==> config.mk <==
export PLATFORM = sky130hd
export DESIGN_NAME = uart_tx_arbiter
export DESIGN_NICKNAME = d
export VERILOG_FILES = /design/src/rtl/uart_tx_arbiter_pkg.sv /design/src/rtl/uart_tx_arbiter_rr_picker.sv /design/src/rtl/uart_tx_arbiter.sv
export SDC_FILE = /design/constraint.sdc
export NUM_CORES = 1
export LEC_CHECK = 0
export CORE_MARGIN = 2
export CORE_UTILIZATION = 43
export DETAILED_ROUTE_END_ITERATION = 10
export GPL_ROUTABILITY_DRIVEN = 1
export GPL_TIMING_DRIVEN = 0
export PLACE_DENSITY = 0.9
export SYNTH_ARGS = -nofsm -noshare
export SYNTH_HDL_FRONTEND = slang
export SYNTH_SLANG_ARGS = --single-unit
==> constraint.sdc <==
create_clock -name clk -period 2.4 [get_ports clk]
set_input_delay 0.48 -clock clk [delete_from_list [all_inputs] [get_ports clk]]
set_output_delay 0.48 -clock clk [all_outputs]
set_load 0.01 [all_outputs]
==> src/rtl/uart_tx_arbiter_pkg.sv <==
// Shared types for the UART transmit arbiter.
// FSM state encoding and round-robin helper.
package uart_tx_arbiter_pkg;

    typedef enum logic [2:0] {
        S_IDLE      = 3'd0,
        S_LOAD      = 3'd1,
        S_ISSUE     = 3'd2,
        S_WAIT_BUSY = 3'd3,
        S_WAIT_DONE = 3'd4,
        S_LOCK_WAIT = 3'd5,
        S_GAP       = 3'd6
    } arb_state_t;

    function automatic int unsigned rr_next(
        input int unsigned idx,
        input int unsigned n
    );
        return (idx + 1 >= n) ? 0 : idx + 1;
    endfunction

endpackage

==> src/rtl/uart_tx_arbiter_rr_picker.sv <==
// Round-robin picker: first set bit of i_cand at or after i_ptr.
// Ports: i_cand, i_ptr in; o_idx, o_found out.
module uart_tx_arbiter_rr_picker #(
    parameter int NREQ  = 4,
    parameter int IDX_W = 2
) (
    input  logic [NREQ-1:0]  i_cand,
    input  logic [IDX_W-1:0] i_ptr,
    output logic [IDX_W-1:0] o_idx,
    output logic             o_found
);

    logic [2*NREQ-1:0] w_dbl;
    logic [NREQ-1:0]   w_rot;

    // Rotate so bit 0 of w_rot is the requester at i_ptr.
    assign w_dbl = {i_cand, i_cand};
    assign w_rot = NREQ'(w_dbl >> i_ptr);

    always_comb begin
        o_idx   = '0;
        o_found = 1'b0;
        // Walk downwards so the lowest offset wins.
        for (int k = NREQ - 1; k >= 0; k--) begin
            if (w_rot[k]) begin
                o_idx   = IDX_W'((int'(i_ptr) + k) % NREQ);
                o_found = 1'b1;
            end
        end
    end

endmodule

==> src/rtl/uart_tx_arbiter.sv <==
// Shares one 8N1 transmitter among NREQ requesters, round-robin with packet lock.
// Ports: req_* client side, tx_* transmitter side, grant_id/busy status.
module uart_tx_arbiter
    import uart_tx_arbiter_pkg::*;
#(
    parameter int NREQ     = 4,
    parameter int GAP_BITS = 2,
    parameter int LOCK_TO  = 16,
    parameter int IDX_W    = (NREQ > 1) ? $clog2(NREQ) : 1
) (
    input  logic              clk,
    input  logic              rst_n,
    input  logic [NREQ-1:0]   req_en,
    input  logic [NREQ-1:0]   req_valid,
    input  logic [8*NREQ-1:0] req_data,
    input  logic [NREQ-1:0]   req_last,
    output logic [NREQ-1:0]   req_ready,
    output logic              tx_en,
    output logic              tx_valid,
    output logic [7:0]        tx_data,
    input  logic              tx_ready,
    output logic [IDX_W-1:0]  grant_id,
    output logic              busy
);

    localparam int LT_W     = $clog2(LOCK_TO) + 1;
    localparam int GW       = $clog2(GAP_BITS + 1) + 1;
    localparam int GAP_LAST = (GAP_BITS > 0) ? GAP_BITS - 1 : 0;

    arb_state_t       r_state;
    arb_state_t       w_state_nx;
    logic [IDX_W-1:0] r_grant;
    logic [IDX_W-1:0] r_rr_ptr;
    logic [IDX_W-1:0] w_pick;
    logic             w_found;
    logic [7:0]       r_tx_data;
    logic             r_last;
    logic             r_tx_en;
    logic [LT_W-1:0]  r_lock_cnt;
    logic [GW-1:0]    r_gap_cnt;
    logic [NREQ-1:0]  w_cand;
    logic [NREQ-1:0]  w_ready;
    logic             w_tx_rdy;
    logic             w_gv;
    logic             w_ge;
    logic             w_gap_end;
    logic             w_lock_end;

    // An unknown ready during transmitter power-up counts as busy.
    assign w_tx_rdy   = (tx_ready === 1'b1);
    assign w_cand     = req_valid & req_en;
    assign w_gv       = req_valid[r_grant];
    assign w_ge       = req_en[r_grant];
    assign w_gap_end  = (r_gap_cnt == GW'(GAP_LAST));
    assign w_lock_end = (r_lock_cnt == LT_W'(LOCK_TO - 1));

    uart_tx_arbiter_rr_picker #(
        .NREQ  (NREQ),
        .IDX_W (IDX_W)
    ) u_picker (
        .i_cand  (w_cand),
        .i_ptr   (r_rr_ptr),
        .o_idx   (w_pick),
        .o_found (w_found)
    );

    always_comb begin
        w_state_nx = r_state;
        w_ready    = '0;
        unique case (r_state)
            S_IDLE: begin
                if (w_found && w_tx_rdy) w_state_nx = S_LOAD;
            end
            S_LOAD: begin
                w_ready[r_grant] = 1'b1;
                if (w_gv) w_state_nx = S_ISSUE;
            end
            S_ISSUE: begin
                w_state_nx = S_WAIT_BUSY;
            end
            S_WAIT_BUSY: begin
                if (!w_tx_rdy) w_state_nx = S_WAIT_DONE;
            end
            S_WAIT_DONE: begin
                if (w_tx_rdy) begin
                    if (r_last || !w_ge) w_state_nx = S_GAP;
                    else if (w_gv)       w_state_nx = S_LOAD;
                    else                 w_state_nx = S_LOCK_WAIT;
                end
            end
            S_LOCK_WAIT: begin
                if (w_gv && w_ge)            w_state_nx = S_LOAD;
                else if (!w_ge || w_lock_end) w_state_nx = S_GAP;
            end
            S_GAP: begin
                if (w_gap_end) w_state_nx = S_IDLE;
            end
            default: w_state_nx = S_IDLE;
        endcase
    end

    always_ff @(posedge clk) begin
        if (!rst_n) begin
            r_state    <= S_IDLE;
            r_tx_en    <= 1'b0;
            r_tx_data  <= '0;
            r_last     <= 1'b0;
            r_grant    <= '0;
            r_rr_ptr   <= '0;
            r_lock_cnt <= '0;
            r_gap_cnt  <= '0;
        end else begin
            r_state <= w_state_nx;
            r_tx_en <= 1'b1;
            if (r_state == S_IDLE && w_state_nx == S_LOAD) begin
                r_grant <= w_pick;
            end
            if (r_state == S_LOAD && w_gv) begin
                r_tx_data <= req_data[{r_grant, 3'b000} +: 8];
                r_last    <= req_last[r_grant];
            end
            // Lock timer runs only while waiting inside a packet.
            if (r_state == S_LOCK_WAIT) r_lock_cnt <= r_lock_cnt + 1'b1;
            else                        r_lock_cnt <= '0;
            if (r_state == S_GAP) r_gap_cnt <= r_gap_cnt + 1'b1;
            else                  r_gap_cnt <= '0;
            // Packet end: the requester after the winner gets top priority.
            if (r_state != S_GAP && w_state_nx == S_GAP) begin
                r_rr_ptr <= IDX_W'(rr_next(int'(r_grant), NREQ));
            end
        end
    end

    assign req_ready = w_ready;
    assign tx_en     = r_tx_en;
    assign tx_valid  = (r_state == S_ISSUE);
    assign tx_data   = r_tx_data;
    assign grant_id  = r_grant;
    assign busy      = (r_state != S_IDLE);

endmodule
Yosys cells after proc, flatten, opt, wreduce, memory -nomap -nowiden:

Cells that the tools add are included.

* output and inout bits: 17
* bits in registers: 25
* input bits: 47
* bits in latches: 0
* memories: 0
* bits in writable memories: 0
* logic and storage cells: 74
* ROM bits: 0

* mux-type cells: 29
* magnitude comparators: 3
* reduce and logical (&&, ||, !) cells: 13
* bitwise operators: 1
* shift operators: 2
* eq/ne operators: 12
* divide/modulo/power cells: 0
* $add $sub $neg: 6
* multipliers: 0

Operators by type and width (number)
* 32-bit by 6-bit variable part select with 8-bit output: 1
* 3-bit two-way mux: 9
* 3-bit one-hot mux with 7 select lines: 1
* 3-bit == test (second input constant): 4
* 2-bit two-way mux: 5
* 3-bit by 1-bit == test with 1-bit output (second input constant): 3
* 1-bit two-way mux: 9
* 8-bit by 2-bit >> shifter with 4-bit output: 1
* 1-bit binary-select mux with 2-bit select: 3
* 3-bit by 2-bit == test with 1-bit output (second input constant): 2
* 1-bit logical AND: 6
* 5-bit by 1-bit adder with 5-bit output (second input constant): 1
* 5-bit by 4-bit == test with 1-bit output (second input constant): 1
* 2-bit adder (second input constant): 2
* 4-bit bitwise AND: 1
* 4-bit two-way mux: 1
* 2-bit AND reduction: 2
* 2-bit by 1-bit adder with 3-bit output (second input constant): 1
* 3-bit by 1-bit adder with 3-bit output (second input constant): 1
* 3-bit greater-or-equal comparator (second input constant): 1
* 3-bit logical NOT: 1
* 2-bit by 3-bit less-than comparator with 1-bit output (second input constant): 1
* 3-bit inequality test (second input constant): 1
* 3-bit nonzero test: 1
* 6 further kinds: 7

Longest topological paths before layout:

Gate-level depths: netlist of the first run.

* word-level depth: 11
* depth in mapped cells: 9
* mapped depth without buffers: 9

Cells and area by module:

Synthesis of the first run repeated with hierarchy kept, for this count alone.

* cell total of the unflattened synthesis: 164
* area total of the unflattened synthesis: 1589.0 µm²

By module, submodules not included
* uart_tx_arbiter: cells an instance 149, area each 1511.4 µm², seq. area each 500.5 µm², instances 1
* uart_tx_arbiter_rr_picker: cells an instance 15, area each 77.6 µm², seq. area each 0.0 µm², instances 1

Worst setup path after synthesis of the first run:

Ideal clock, no wire load.

* kind: flip-flop to flip-flop
* from: reg r_grant[0] (netlist: grant_id[0])
* to: reg r_rr_ptr[0]
* slack: 0.621 ns
* stages on the path, launching flop included: 8
* buffers on the path: 1
* data arrival time: 1.660 ns
* setup time: 0.119 ns
* clock period less this slack: 1.779 ns
* required time: 2.281 ns
* cell sequence: dfxtp_1 -> buf_6 -> mux4_2 -> nand2_2 -> nor3_2 -> a211oi_2 -> nand2_1 -> mux2i_1

* cells in the longest elaborated chain, start to end: 9
* elaborated cells between the ends (all ways): 20
* those cells by class: 1 x add/sub; 1 x order compare; 1 x eq/ne; 12 x mux; 5 x reduce/logical

Ends and longest elaborated chain
* start: declaration: line uart_tx_arbiter.sv:32 `logic [IDX_W-1:0] r_grant;`
* start signal: assignment: line uart_tx_arbiter.sv:116 `r_grant <= w_pick;`
* 1-bit binary-select mux with 2-bit select: line uart_tx_arbiter.sv:53 `assign w_ge = req_en[r_grant];`
* 1-bit two-way mux (not written as such): line uart_tx_arbiter.sv:53
* 1-bit logical NOT: line uart_tx_arbiter.sv:86, uart_tx_arbiter.sv:93
* 1-bit logical OR, on equally long branches: line uart_tx_arbiter.sv:93, uart_tx_arbiter.sv:86
* 3-bit two-way mux, on equally long branches: line uart_tx_arbiter.sv:93, uart_tx_arbiter.sv:86
* 3-bit two-way mux, on equally long branches: line uart_tx_arbiter.sv:92, uart_tx_arbiter.sv:85
* 3-bit one-hot mux with 7 select lines: line uart_tx_arbiter.sv:70 `unique case (r_state)`
* 3-bit == test: line uart_tx_arbiter.sv:128 `if (r_state != S_GAP && w_state_nx == S_GAP) begin`
* 1-bit logical AND: line uart_tx_arbiter.sv:128
* end signal: assignment: line uart_tx_arbiter.sv:129 `r_rr_ptr <= IDX_W'(rr_next(int'(r_grant), NREQ));`
* end: declaration: line uart_tx_arbiter.sv:33 `logic [IDX_W-1:0] r_rr_ptr;`

Parallel ways exist; a longest one is shown, timed or not. The select of a mux whose other input is x is not followed.
A chain may end at the register's enable or synchronous reset.

Worst setup path in the final report of the first run:

* from: reg r_grant[1] (netlist: grant_id[1])
* to: out req_ready[0]

* cells in the longest elaborated chain, start to end: 5
* elaborated cells between the ends (all ways): 6
* those cells by class: 2 x order compare; 3 x mux; 1 x reduce/logical

Ends and longest elaborated chain
* 2-bit by 3-bit less-than comparator with 1-bit output (not written as such) / 2-bit by 1-bit greater-or-equal comparator with 1-bit output (equally long branches): line uart_tx_arbiter.sv:75 `w_ready[r_grant] = 1'b1;`
* 1-bit logical AND (not written as such): line uart_tx_arbiter.sv:75
* 1-bit two-way mux (not written as such): line uart_tx_arbiter.sv:75
* 1-bit demux with 2-bit select *: line uart_tx_arbiter.sv:75
* 4-bit two-way mux *: line uart_tx_arbiter.sv:70
* end: declaration: line uart_tx_arbiter.sv:17 `output logic [NREQ-1:0] req_ready,`

Every way passes the cells marked *; elsewhere a longest branch is shown, timed or not.

==> results of run 1 <==
power by group through the flow:
stage                     clock network (µW)  registers [µW]  logic, µW
after floorplan                            0             457        157
after global placement                     0             453        307
after detailed placement                   0             454        311
after CTS                                206             445        314
after global routing                     220             448        340
final                                    203             446        314
worst paths after layout:
kind	endpoint	startpoint	slack, ns
setup / recovery	req_ready[0]	grant_id[1]$_SDFFE_PN0P_	0.21
hold / removal	r_lock_cnt[0]$_SDFF_PN0_	r_lock_cnt[0]$_SDFF_PN0_	0.46
setup reg to reg	r_rr_ptr[0]$_SDFFE_PN0P_	grant_id[0]$_SDFFE_PN0P_	0.36
hold reg to reg	r_lock_cnt[0]$_SDFF_PN0_	r_lock_cnt[0]$_SDFF_PN0_	0.46
cell usage after synthesis:
cell type   n  area, µm²
xor2_1      1       8.76
o211ai_1    1       7.51
nor2_1     13       48.8
a21o_1      1       7.51
a21oi_1     1       5.00
buf_4       1       7.51
nand2_2     1       6.26
buf_6       2       22.5
a21boi_0    1       7.51
nor3_1      1       5.00
o22ai_1     1       6.26
a221o_1     1       10.0
and2b_1     2       15.0
nor2b_1    16        100
o21ai_0     2       10.0
a31oi_1     2       12.5
mux4_2     11        248
mux2i_1    11        110
nand2_1    14       52.6
o2111ai_1   1       8.76
o21a_1      1       7.51
a32oi_1     1       8.76
and3_1      1       6.26
o41ai_1     1       8.76
and2_1      6       37.5
nand4_1     2       12.5
nand2_4     1       11.3
nor3_2      1       10.0
a211oi_2    1       12.5
nand4b_1    1       8.76
ha_1        8        100
nand3_1     6       30.0
buf_2       1       5.00
clkbuf_2    1       5.00
dfxtp_1    25        500
clkbuf_1    2       7.51
inv_1       8       30.0
buf_1       1       3.75
o21ai_1     1       5.00
xnor2_1     2       17.5
nor3b_1     4       30.0
a22oi_1     1       7.51
registers in the layout, indices dropped and copies added (netlist names):
signal	flops
tx_en	1
r_last	1
r_lock_cnt	5
r_gap_cnt	3
r_rr_ptr	2
r_state	3
tx_data	8
grant_id	2
layout make-up:
class	instances	area share (%)
clock inverter	1	0.328
multi-input combinational	119	43.4
sequential	25	21.9
buffer	7	2.19
tap	46	2.52
inverter	8	1.31
clock buffer	3	0.985
timing repair buffer	63	27.4
metal layers:
metal,part of all wire (%),track usage [%]
met1,42,23.7
met2,50,34.8
met3,6.3,5.28
met4,1.7,6.65
met5,0,0
logic make-up after synthesis:
logic type                 count (synthesis)  synth area share [%]
muxes                                     22                  22.9
AOI/OAI and AO/OA                         17                  7.99
buffers and inverters                     16                  5.20
xor gates and xnor gates                   3                  1.68
adders and majority gates                  8                  6.40
and+or+nand+nor                           69                  23.9
DFF                                       25                  32.0
per-stage QoR:
stage               instances  util, %  hold slack, ns  area [µm²]
global placement          269     66.0           0.431        2250
finish                    272     67.0           0.462        2290
CTS                       272     67.0           0.465        2290
detailed placement        269     66.0           0.437        2250
floorplan                 160        -           0.418        1570
global route              272     67.0           0.490        2290
what timing repair did:
action                                 4_1_cts  5_1_grt
endpoints found under the hold margin        0        0
setup endpoints to repair                    4        0
gates resized for setup                     10        0
==> impl_metrics.py, run 1 <==
metrics = {
    "power": {
        "max-vdd-ir-drop_v": 0.000347,
        "p_seq_share_pct": 46.3,
        "p_leak_uw": 0.000922,
        "internal_power_uw": 685,
        "power_frac_clock_pct": 21.1,
        "p_total_uw": 963,
        "switching_share_pct": 28.9,
        "p_per_area_nw_per_um2": 421,
        "power.switching_uw": 278,
        "p_comb_share_pct": 32.6,
    },
    "timing": {
        "hold_viol_final": 0,
        "fin_tns_setup_ns": 0,
        "max_freq_ghz": 0.456,
        "rsz0062_at_grt": "no",
        "finalCritPeriodShare_pct": 91.4,
        "setup_viol": 0,
        "slew_headroom_pct": 72.2,
        "fin_skew_ns": 0.0182,
        "drv_slew": 0,
        "tightest_slew_ns": 0.416,
        "fin_crit_ns": 2.19,
        "setup_ws_ns": 0.206,
    },
    "routing": {
        "drtIter0Drc": 76,
        "ant_nets": 0,
        "vias_per_cell": 5.33,
        "vias": 1450,
        "dr.pass1.iters": 4,
        "drc_errors": 0,
        "routedWlPerCell_um": 14.0,
        "wl_um": 3810,
    },
    "cells_and_area": {
        "multi_input_area_um2": 992,
        "nNetsFinal": 282,
        "final_common_cell": "clkdlybuf4s50_1",
        "final_cell_mix": "clkdlybuf4s50_1, dfxtp_1, nor2b_1, nand2_1, nor2_1",
        "diodes": 0,
        "register_area_um2": 502,
        "area.growth.synth_to_final_pct": 46.1,
        "drive_above_1_share_pct": 11.9,
        "n_fill_cell": 267,
    },
    "run_status": {
        "outcome": "completed",
    },
    "floorplanning": {
        "row_count": 21,
        "die_w_um": 64.3,
        "fp.dieArea_um2": 4140,
        "fp.coreArea_um2": 3420,
        "die_h_um": 64.3,
        "start_util_pct": 45.8,
        "ios": 64,
    },
    "clock_network": {
        "clockBufferDepth": 2,
        "clkTransAtPathRegs_ns": 0.14,
        "post_cts_buffers": 0,
        "htree_levels": 1,
        "cts_inserted_buffers": 3,
        "insertion_delay_ns": 0.33,
        "cts_root_buffer": "clkbuf_4",
        "cts_tree": "done",
        "cts_sinks": 25,
        "postCtsHoldBufs": 0,
    },
    "critical_path": {
        "reg2reg_depth": 6,
        "worstPathCellList": "buf_2 > inv_1 > ha_1 > and2_1 > dlygate4sd2_1",
        "crit_type": "reg2out",
        "slowest_delay_ns": 0.43,
        "crit_arrival_ns": 1.71,
        "path_delay_family": "buffers and inverters",
        "path_max_fanout": 10,
        "startpoint_type": "register",
        "cp-end-kind": "primary output",
        "critPathSlowestCell": "dfxtp_2",
        "critPathRequiredTime_ns": 1.92,
        "crit_buf_inv": 3,
        "cp.depth": 5,
    },
    "yosys": {
        "ys_seq_area_share_pct": 32.0,
        "syn-cell-area_um2": 1570,
        "yosysWarnings": 0,
        "synth_seq_cells": 25,
        "postSynthAreaPerCell_um2": 9.78,
        "synth_cell_types": 42,
        "synth_nets": 215,
        "syn-instance-count": 160,
    },
    "flow_run": {
        "max-cap-violations": 0,
    },
    "hold_path": {
        "hold_depth": 1,
        "hp-class": "reg2reg",
    },
    "placement": {
        "pre_cts_ws_ns": 0.0503,
        "dpl.hpwl_um": 3120,
        "gp_congestion": 0.852,
        "io_buffers": 63,
    },
    "grt": {
        "grt_start_max_net_pins": 16,
        "grt_pass1_vias": 1430,
        "grt_pass1_wl_um": 6380,
        "antenna_found_initial": 0,
        "overflow": 0,
        "grt_use_total_pct": 19.9,
    },
}
Power figures use the tool's default switching activity.
==> run 2, diff against run 1 <==
--- a/config.mk
+++ b/config.mk
@@ -6,11 +6,12 @@
 export NUM_CORES = 1
 export LEC_CHECK = 0
 export CORE_MARGIN = 2
-export CORE_UTILIZATION = 43
+export CORE_UTILIZATION = 54
 export DETAILED_ROUTE_END_ITERATION = 10
+export DONT_BUFFER_PORTS = 1
 export GPL_ROUTABILITY_DRIVEN = 1
 export GPL_TIMING_DRIVEN = 0
-export PLACE_DENSITY = 0.9
+export PLACE_DENSITY = 0.79
 export SYNTH_ARGS = -nofsm -noshare
 export SYNTH_HDL_FRONTEND = slang
 export SYNTH_SLANG_ARGS = --single-unit
==> run 2 against run 1 <==
Compared with the run above: worst hold slack got worse by 0.31 ns; sequential share of layout area increased by 8.7 points; via count decreased by 16%; die area shrank 19%; non-clock buffer count is 62 lower; count of clock-buffer cells in the layout is the same; largest cell class unchanged; largest power group unchanged.
==> impl_metrics.py, run 2 (synthesized netlist as in run 1, its figures left out) <==
metrics = {
    "grt": {
        "grt_use_total_pct": 21.7,
        "antenna_found_initial": 0,
        "overflow": 0,
        "grt_start_max_net_pins": 16,
        "grt_pass1_wl_um": 5490,
        "grt_pass1_vias": 1221,
    },
    "floorplanning": {
        "die_w_um": 57.8,
        "fp.dieArea_um2": 3350,
        "row_count": 19,
        "ios": 64,
        "die_h_um": 57.8,
        "fp.coreArea_um2": 2760,
        "start_util_pct": 56.8,
    },
    "critical_path": {
        "crit_buf_inv": 3,
        "r2r-end": "r_rr_ptr[1]$_SDFFE_PN0P_",
        "regToRegSetupSlack_ns": 0.36,
        "path_delay_family": "buffers and inverters",
        "critPathRequiredTime_ns": 1.92,
        "reg2reg_depth": 6,
        "critPathSlowestCell": "dfxtp_1",
        "slowest_delay_ns": 0.49,
        "cp.depth": 5,
        "crit_arrival_ns": 1.77,
        "cp-end-kind": "primary output",
        "r2r-start": "grant_id[0]$_SDFFE_PN0P_",
        "startpoint_type": "register",
        "crit_type": "reg2out",
        "worstPathCellList": "buf_6 > buf_2 > inv_1 > ha_1 > and2_1",
        "path_max_fanout": 10,
    },
    "routing": {
        "vias_per_cell": 6.26,
        "ant_nets": 0,
        "wl_um": 3480,
        "vias": 1221,
        "routedWlPerCell_um": 17.8,
        "dr.pass1.iters": 4,
        "drc_errors": 0,
        "drtIter0Drc": 50,
    },
    "clock_network": {
        "cts_sinks": 25,
        "cts.repair.resized": 0,
        "clockBufferDepth": 2,
        "cts_tree": "done",
        "post_cts_buffers": 0,
        "postCtsHoldBufs": 0,
        "htree_levels": 1,
        "cts_root_buffer": "clkbuf_4",
        "insertion_delay_ns": 0.33,
        "clkTransAtPathRegs_ns": 0.15,
        "cts_inserted_buffers": 3,
    },
    "placement": {
        "gp_congestion": 0.885,
        "io_buffers": 0,
        "dpl_cell_area_um2": 1600,
        "dpl.hpwl_um": 2780,
    },
    "cells_and_area": {
        "largest_register_ffs": 8,
        "register_area_um2": 500,
        "drive_above_1_share_pct": 15.2,
        "fin_area_um2": 1640,
        "fin_util_pct": 59.3,
        "diodes": 0,
        "final_common_cell": "dfxtp_1",
        "multi_input_area_um2": 983,
        "area.growth.synth_to_final_pct": 4.48,
        "final_cell_mix": "dfxtp_1, nor2b_1, nand2_1, nor2_1",
        "nNetsFinal": 220,
        "n_fill_cell": 238,
    },
    "hold_path": {
        "hold_depth": 0,
        "hp-class": "in2reg",
        "hold_end": "tx_en$_DFF_P_",
        "hold_start": "rst_n",
    },
    "timing": {
        "fin_crit_ns": 2.25,
        "tightest_slew_ns": 0.438,
        "fin_skew_ns": 0.0122,
        "finalCritPeriodShare_pct": 93.9,
        "setup_viol": 0,
        "drv_slew": 0,
        "fin_tns_setup_ns": 0,
        "hold_viol_final": 0,
        "max_freq_ghz": 0.444,
        "slew_headroom_pct": 70.7,
        "rsz0062_at_grt": "no",
    },
    "power": {
        "max-vdd-ir-drop_v": 0.000416,
        "p_per_area_nw_per_um2": 514,
        "p_leak_uw": 0.000666,
        "p_total_uw": 841,
    },
    "run_status": {
        "outcome": "completed",
    },
    "flow_run": {
        "max-cap-violations": 0,
    },
}
run 2: cell count changes in the layout (fill, tap and decap cells not counted):
cell             before  now
clkdlybuf4s50_1      59    0
dlygate4sd2_1         4    0
clkbuf_2              0    2
and2b_1               1    2
and2b_2               1    0
clkbuf_4              4    3
dfxtp_1              24   25
dfxtp_2               1    0
nor2b_1              15   16
nor2b_4               1    0
run 2: layout make-up:
type	count	share of cell area [%]
Tap cell	31	2.37
Clock inverter	1	0.459
Buffer	8	3.21
Sequential cell	25	30.6
Inverter	8	1.84
Multi-Input combinational cell	119	60.1
Clock buffer	3	1.38
run 2: per-stage QoR:
| step | hold slack [ns] | setup WS [ns] | cells |
|---|---|---|---|
| final | 0.154 | 0.147 | 195 |
| after global routing | 0.143 | 0.0301 | 195 |
| after CTS | 0.150 | 0.0251 | 195 |
| after detailed placement | 0.445 | 0.389 | 191 |
| after global placement | 0.428 | 0.466 | 191 |
| after floorplan | 0.418 | 0.621 | 160 |
run 2: per-layer routing:
metal,wire [µm],vias to the layer above,global-route usage (%)
li1,-,574,-
met1,1350,584,25.5
met2,1790,50,36.7
met3,221,13,4.24
met4,121,0,13.0
met5,0,-,0
run 2: where the power goes:
group | internal, µW | switching [µW] | total [µW]
logic | 89.1 | 101 | 190
registers | 433 | 19.0 | 452
clock network | 64.0 | 135 | 199
total | 586 | 255 | 841
run 2: worst max-delay path by stage:
stage                              from                  endpoint  slack (ns)
6_report       grant_id[0]$_SDFFE_PN0P_              req_ready[0]        0.15
2_1_floorplan  grant_id[0]$_SDFFE_PN0P_  r_rr_ptr[0]$_SDFFE_PN0P_        0.62
5_1_grt        grant_id[0]$_SDFFE_PN0P_              req_ready[2]        0.03
3_5_place_dp   grant_id[0]$_SDFFE_PN0P_  r_rr_ptr[1]$_SDFFE_PN0P_        0.39
3_3_place_gp   grant_id[0]$_SDFFE_PN0P_  r_rr_ptr[1]$_SDFFE_PN0P_        0.47
4_1_cts        grant_id[1]$_SDFFE_PN0P_              req_ready[0]        0.03
==> run 3, diff against run 2 <==
--- a/config.mk
+++ b/config.mk
@@ -11,7 +11,7 @@
 export DONT_BUFFER_PORTS = 1
 export GPL_ROUTABILITY_DRIVEN = 1
 export GPL_TIMING_DRIVEN = 0
-export PLACE_DENSITY = 0.79
+export PLACE_DENSITY = 0.74
 export SYNTH_ARGS = -nofsm -noshare
 export SYNTH_HDL_FRONTEND = slang
 export SYNTH_SLANG_ARGS = --single-unit
==> run 3 against run 2 <==
Compared with the run above: critical path depth unchanged; core utilization is 0.091 points lower; worst setup slack better by 0.046 ns; final area fell by 0.15%; global-route usage decreased by 0.76 points; clock skew is 0.0065 ns lower; count of clock-buffer cells in the layout unchanged; critical path type unchanged; largest cell class unchanged.
==> impl_metrics.py, run 3 (synthesized netlist as in run 1, its figures left out) <==
metrics = {
    "run_status": {
        "outcome": "completed",
    },
    "cells_and_area": {
        "diodes": 0,
        "n_fill_cell": 263,
        "multi_input_area_um2": 983,
        "final_cell_mix": "dfxtp_1, nor2b_1, nand2_1, nor2_1",
        "area.growth.synth_to_final_pct": 4.32,
        "register_area_um2": 500,
        "nNetsFinal": 220,
        "drive_above_1_share_pct": 15.2,
        "fin_cells": 195,
        "largest_register_ffs": 8,
        "final_common_cell": "dfxtp_1",
    },
    "power": {
        "p_leak_uw": 0.000670,
        "max-vdd-ir-drop_v": 0.000322,
        "p_per_area_nw_per_um2": 505,
    },
    "placement": {
        "gp_congestion": 0.802,
        "dpl.hpwl_um": 2690,
        "io_buffers": 0,
        "placed_cells_incl_taps": 191,
    },
    "floorplanning": {
        "start_util_pct": 56.8,
        "ios": 64,
        "die_w_um": 57.8,
        "fp.coreArea_um2": 2760,
        "die_h_um": 57.8,
        "row_count": 19,
        "fp.dieArea_um2": 3350,
    },
    "grt": {
        "antenna_found_initial": 0,
        "grt_pass1_vias": 1235,
        "grt_pass1_wl_um": 5410,
        "overflow": 0,
        "grt_start_max_net_pins": 15,
        "grt_use_total_pct": 21.0,
    },
    "clock_network": {
        "htree_levels": 1,
        "cts_sinks": 25,
        "cts_tree": "done",
        "post_cts_buffers": 0,
        "cts_inserted_buffers": 3,
        "clkTransAtPathRegs_ns": 0.14,
        "cts_root_buffer": "clkbuf_4",
        "clockBufferDepth": 2,
        "insertion_delay_ns": 0.31,
    },
    "timing": {
        "fin_crit_ns": 2.21,
        "fin_tns_setup_ns": 0,
        "fin_skew_ns": 0.00568,
        "rsz0062_at_grt": "no",
        "setup_viol": 0,
        "hold_viol_final": 0,
        "max_freq_ghz": 0.453,
        "slew_headroom_pct": 72.9,
        "drv_slew": 0,
        "tightest_slew_ns": 0.406,
        "holdWs_ns": 0.183,
        "finalCritPeriodShare_pct": 92.0,
    },
    "hold_path": {
        "hold_depth": 0,
        "hold_start": "rst_n",
        "hp-class": "in2reg",
        "hold_end": "tx_en$_DFF_P_",
    },
    "routing": {
        "ant_nets": 0,
        "vias": 1204,
        "vias_per_cell": 6.17,
        "drc_errors": 0,
        "routedWlPerCell_um": 17.1,
        "dr.pass1.iters": 4,
        "wl_um": 3340,
        "drtIter0Drc": 52,
    },
    "flow_run": {
        "max-cap-violations": 0,
    },
    "critical_path": {
        "worstPathCellList": "buf_6 > buf_2 > inv_1 > ha_1 > and2_1",
        "path_max_fanout": 10,
        "regToRegSetupSlack_ns": 0.37,
        "cp-end-kind": "primary output",
        "r2r-end": "r_rr_ptr[0]$_SDFFE_PN0P_",
        "crit_buf_inv": 3,
        "critPathSlowestCell": "dfxtp_1",
        "r2r-start": "grant_id[0]$_SDFFE_PN0P_",
        "startpoint_type": "register",
        "path_delay_family": "buffers and inverters",
        "crit_type": "reg2out",
        "slowest_delay_ns": 0.47,
        "reg2reg_depth": 6,
        "crit_arrival_ns": 1.73,
        "critPathRequiredTime_ns": 1.92,
    },
}
## run 3: layout make-up
type | count | share of cell area (%)
multi-input cells | 119 | 60.2
flip-flops and latches | 25 | 30.7
plain buffers | 8 | 3.22
well taps | 31 | 2.38
inverters | 8 | 1.84
clock buffers | 3 | 1.38
clock inverters | 1 | 0.307
## run 3: repair_timing
item,in CTS,in global routing
hold buffers,0,0
endpoints found under the setup margin,0,2
gates resized for setup,0,1
## run 3: power by group
part	internal [µW]	leakage, µW	switching (µW)
clock	62.3	0.0000177	124
sequential	433	0.000203	19.5
combinational	88.3	0.000450	98.3
total	583	0.000670	241
## run 3: worst max path at each step
| stage | to | slack, ns | start | cells after the start |
|---|---|---|---|---|
| detailed placement | r_rr_ptr[0]$_SDFFE_PN0P_ | 0.41 | grant_id[0]$_SDFFE_PN0P_ | 6 |
| global route | req_ready[2] | 0.03 | grant_id[0]$_SDFFE_PN0P_ | 5 |
| floorplan | r_rr_ptr[0]$_SDFFE_PN0P_ | 0.62 | grant_id[0]$_SDFFE_PN0P_ | 7 |
| finish | req_ready[2] | 0.19 | grant_id[0]$_SDFFE_PN0P_ | 5 |
| global placement | r_rr_ptr[1]$_SDFFE_PN0P_ | 0.44 | grant_id[0]$_SDFFE_PN0P_ | 7 |
| CTS | req_ready[0] | 0.06 | grant_id[1]$_SDFFE_PN0P_ | 4 |
## run 3: metrics by stage
step	setup WS (ns)	total power (µW)	utilization [%]	cell area, µm²
6_report	0.193	825	59.2	1630
5_1_grt	0.0289	867	59.2	1630
4_1_cts	0.0596	830	59.2	1630
3_5_place_dp	0.407	647	58.2	1600
3_3_place_gp	0.439	642	58.2	1600
2_1_floorplan	0.621	615	-	1570
## run 3: per-layer routing
metal	track usage [%]	part of all wire (%)
met5	0	0
met4	5.65	0.51
met3	4.02	6.0
met2	39.3	55
met1	24.2	39
